## src/rtl/serial_to_parallel.sv

```systemverilog
// rtl/serial_to_parallel.sv - byte stream to N-bit word assembler, MSB-first
module serial_to_parallel #(
   parameter int N         = 32,
   parameter int Ndiv4log2 = 3
) (
   input  logic         clk,
   input  logic         rst,
   input  logic         rx_valid,
   input  logic [7:0]   rx_byte,
   output logic [N-1:0] tx_bytes,
   output logic         tx_valid
);

   // Index of the last byte of a word; reaching it closes the word.
   localparam logic [Ndiv4log2-1:0] LAST_IDX = Ndiv4log2'(N / 8 - 1);

   logic [N-1:0]         shift_q, shift_d;
   logic [Ndiv4log2-1:0] count_q, count_d;
   logic                 valid_q, valid_d;

   // Shift accepted bytes in at the LSB end and flag the cycle after a word completes.
   always_comb begin
      shift_d = shift_q;
      count_d = count_q;
      valid_d = 1'b0;
      if (rx_valid) begin
         shift_d = {shift_q[N-9:0], rx_byte};
         if (count_q == LAST_IDX) begin
            count_d = '0;
            valid_d = 1'b1;
         end else begin
            count_d = count_q + 1'b1;
         end
      end
   end

   // State registers; reset wins over a byte arriving on the same edge.
   always_ff @(posedge clk) begin
      if (rst) begin
         shift_q <= '0;
         count_q <= '0;
         valid_q <= 1'b0;
      end else begin
         shift_q <= shift_d;
         count_q <= count_d;
         valid_q <= valid_d;
      end
   end

   assign tx_bytes = shift_q;
   assign tx_valid = valid_q;

endmodule

```

## config.mk

```make
export PLATFORM = sky130hd
export DESIGN_NAME = serial_to_parallel
export DESIGN_NICKNAME = d
export VERILOG_FILES = /design/src/rtl/serial_to_parallel.sv
export SDC_FILE = /design/constraint.sdc
export NUM_CORES = 1
export LEC_CHECK = 0
export BUFFER_PORTS_ARGS = -buffer_cell sky130_fd_sc_hd__clkbuf_2
export CAP_MARGIN = 20
export CELL_PAD_IN_SITES_DETAIL_PLACEMENT = 0
export CELL_PAD_IN_SITES_GLOBAL_PLACEMENT = 1
export CORE_UTILIZATION = 33
export CTS_CLUSTER_SIZE = 14
export DETAILED_ROUTE_END_ITERATION = 8
export GPL_TIMING_DRIVEN = 1
export HOLD_SLACK_MARGIN = 0.02
export PLACE_DENSITY = 0.77
export SETUP_SLACK_MARGIN = 0.4
export SLEW_MARGIN = 20
export SYNTH_ARGS = -nofsm -noshare
export SYNTH_HDL_FRONTEND = slang
export SYNTH_SLANG_ARGS = --single-unit
```

## constraint.sdc

```tcl
create_clock -name clk -period 0.9 [get_ports clk]
set_input_delay 0.135 -clock clk [delete_from_list [all_inputs] [get_ports clk]]
set_output_delay 0.135 -clock clk [all_outputs]
set_load 0.1 [all_outputs]
```

# After elaboration in Yosys (flattened, before gate mapping)
# Cells that the tools add are included.
# totals
register_bits,36
in_bits,11
out_inout_bits,33
word_cells,9
# op_classes
add_sub_neg,1
eq_ne,1
muxes,2
bitwise_logic,1
reduce_logical,1
# op_table
operator,n
$add 3x1->3 const B,1
$eq 3x2->1 const B,1
$mux 3,1
$reduce_or 2->1,1
$mux 1,1
$not 1->1,1

# Logic depth before layout (Yosys ltp)
# logic_depth
ltp_word,2
depth_mapped,4
ltp_nobuf,4

# Least setup slack after synthesis
# Ideal clock, no wire load.
# synth_path
kind,reg-to-reg
start,reg shift_q[2] (netlist: tx_bytes[2])
end,reg shift_q[10] (netlist: tx_bytes[10])
setup_time_ps,68
arrival_ps,1201
required_time_ps,832
setup_slack_ps,-369
stages_incl_launch_ff,3
n_path_buf,0
period_less_slack_ps,1269
path_cell_list,dfxtp_1 -> mux2i_1 -> nor2_1
# synth_rtl
item,line_no,rtl
"start, declared",17,"logic [N-1:0] shift_q, shift_d;"
"start signal, assigned",44,shift_q <= shift_d;

# Final worst setup path
# layout_path
start,reg shift_q[10] (netlist: tx_bytes[10])
end,out tx_bytes[10]
# layout_rtl
item,line_no,rtl
"end, declared",10,"output logic [N-1:0] tx_bytes,"
# No word-level cell between the ends.

==> impl_metrics.json <==
{
  "die_h_um": 65.34,
  "ant_nets": 0,
  "status": "finished with violations",
  "row_count": 22,
  "dr_total_vias": 1072,
  "critPathCaptureType": "output pin",
  "setup_ws_ns": -0.06187,
  "htree_num_levels": 2,
  "first_pass_iters": 4,
  "cts_root_buf": "clkbuf_8",
  "ys_seq_elements": 36,
  "slowest_delay_ns": 0.37,
  "antenna_found_initial": 0,
  "cts_buffers": 5,
  "multi_input_area_um2": 555.5,
  "p_total_mw": 3.829,
  "synth_cells": 119,
  "cp_num_cells": 1,
  "fin_util_pct": 71.12,
  "start_kind": "flip-flop",
  "synth_top_family_by_area": "multiplexers",
  "hold_class": "input pin to flip-flop",
  "p_leak_nw": 1.168,
  "worst_clock_skew_ns": 0.004112,
  "port_buffers": 43,
  "violations": "setup timing",
  "reg2reg_depth": 4,
  "hold_depth": 3,
  "synth_nets": 131,
  "synth_top_area_share_pct": 54.44,
  "clkTransAtPathRegs_ns": 0.07,
  "vdd.ir_drop.worst_mv": 1.185,
  "synth_area_leaders": "dfxtp_1, mux2i_1, nor2_1",
  "critPathSlowestCell": "dfxtp_4",
  "grt_max_degree": 27,
  "synthMuxAreaShare_pct": 24.95,
  "synth.avg_cell_area_um2": 11.12,
  "die-area_um2": 4269,
  "regArea_um2": 849.6,
  "ys_seq_area_share_pct": 54.44,
  "diodes": 0,
  "yosysWarnings": 0,
  "synth.distinct_cells": 14,
  "n_fill_cell": 250,
  "io_pins": 44,
  "fmaxAchievable_mhz": 1040,
  "drt-initial-drc-count": 28,
  "gp_congestion": 0.6891,
  "cp.buffers_inverters": 1,
  "synth_compound_area_share_pct": 0.3781,
  "wire_per_inst_um": 12.65,
  "grt.overflow.total": 0,
  "drv_slew": 0,
  "fin_nets": 206,
  "arrival_ns": 0.83,
  "die_w_um": 65.34,
  "post-route-min-period_ns": 0.9619,
  "dp_hpwl_um": 1957,
  "route.detailed.drc": 0,
  "synthSimpleGateAreaFrac_pct": 12.38,
  "grt_pass1_vias": 1095,
  "yosys.area_share.adder_pct": 0.9452,
  "cts.sinks": 36,
  "p_per_area_nw_per_um2": 1438,
  "cpLargestDelayFamily": "flip-flops",
  "synth_area_um2": 1324,
  "hold_violations": 0,
  "finalCritPeriodShare_pct": 106.9,
  "crit_chain": "buf_12",
  "initial_utilization_pct": 35.36,
  "cts_buffer_depth": 2,
  "cp.required_ns": 0.76,
  "wl_um": 3073,
  "cts_tree": "yes",
  "relSlewSlack_pct": 86.29,
  "grt_usage_pct": 15.75,
  "worst_pin_slew_ns": 0.2056,
  "maxCapViolCount": 0,
  "cp_max_fo": 2,
  "area_growth_pct": 101.1,
  "path_class": "flip-flop to output pin",
  "drive_gt1_share_pct": 63.59,
  "yosysTopAreaCell": "dfxtp_1",
  "placed_cells": 206,
  "stdcell_count": 243,
  "core-area_um2": 3744,
  "setup_viol": 33,
  "synth_xor_area_share_pct": 0,
  "grt_pass1_wl_um": 4968,
  "grt_setup_unrepaired": "true",
  "insertion_delay_ns": 0.28,
  "via_per_inst": 4.412
}
==> logic make-up (layout without fill, tap and decap cells) <==
kind of cell,Yosys count,after routing
DFF,36,36
and+or+nand+nor,40,40
AOI/OAI and AO/OA,1,1
buffers and inverters,8,84
muxes,33,33
adders and majority gates,1,1
==> through the flow <==
stage | instance area [µm²] | setup slack [ns] | hold slack [ns] | TNS (ns)
CTS | 2557 | -0.06868 | 0.07346 | -2.036
floorplan | 1463 | 0.09261 | 0.2809 | 0
global placement | 2210 | 0.05567 | 0.3679 | 0
global route | 2663 | -0.08766 | 0.07267 | -2.665
finish | 2663 | -0.06187 | 0.08314 | -1.719
detailed placement | 2210 | 0.0008982 | 0.3763 | 0
==> what timing repair did <==
item                                    CTS  global route
pin swaps                                14            16
endpoints found under the setup margin   69            69
hold buffers                              0             0
gates resized for setup                  18            14
setup buffers                            23             6
==> layout by cell type (no fill, tap or decap) <==
cell type,synthesis,routed
buf_12,3,36
nor2_1,34,34
dfxtp_4,0,34
mux2i_1,33,32
buf_6,1,25
clkbuf_2,1,10
clkbuf_8,0,5
buf_4,0,5
nor2b_1,2,2
nand2b_4,0,1
a21oi_2,0,1
mux2i_4,0,1
nand2_2,0,1
and3b_1,1,1
nor3_2,0,1
ha_4,0,1
clkbuf_1,0,1
bufinv_16,0,1
clkinv_2,0,1
dfxtp_2,0,1
dfxtp_1,36,1
==> state kept, by name, indices dropped and copies added (netlist names) <==
signal    flops
tx_bytes     32
count_q       3
tx_valid      1
==> Yosys cell counts, drive strengths merged <==
master,count
nand2,1
clkbuf,1
nor2b,2
ha,1
nand2b,1
dfxtp,36
and3b,1
nor3,1
a21oi,1
mux2i,33
nor2,34
buf,7
==> per-layer routing <==
metal	track usage [%]	vias up	part of all wire (%)
met4	7.065	0	1.7
met3	6.424	6	6.3
met5	0	-	0
li1	-	543	-
met2	25.77	25	50
met1	17.84	498	42
==> final cells by class <==
| class | count | area share, % |
|---|---|---|
| clock inverter | 2 | 1.316 |
| multi-input combinational | 75 | 20.86 |
| clock buffer | 6 | 2.726 |
| timing repair buffer | 76 | 40.93 |
| tap | 48 | 2.256 |
| sequential | 36 | 31.91 |
==> worst paths after layout <==
path,start,to,slack (ns)
hold reg to reg,count_q[2]$_SDFFE_PP0P_,tx_valid$_SDFF_PP0_,0.45
setup reg to reg,tx_bytes[15]$_SDFFE_PP0P_,tx_bytes[15]$_SDFFE_PP0P_,0.01
hold / removal,rx_byte[4],tx_bytes[4]$_SDFFE_PP0P_,0.08
setup / recovery,tx_bytes[10]$_SDFFE_PP0P_,tx_bytes[10],-0.06
==> power breakdown <==
group | switching, mW | internal, mW | leakage, nW
logic | 0.463 | 0.357 | 0.794
registers | 0.0598 | 1.58 | 0.319
clock network | 0.552 | 0.822 | 0.0552
total | 1.08 | 2.75 | 1.17
(Power assumes the default switching activity.)
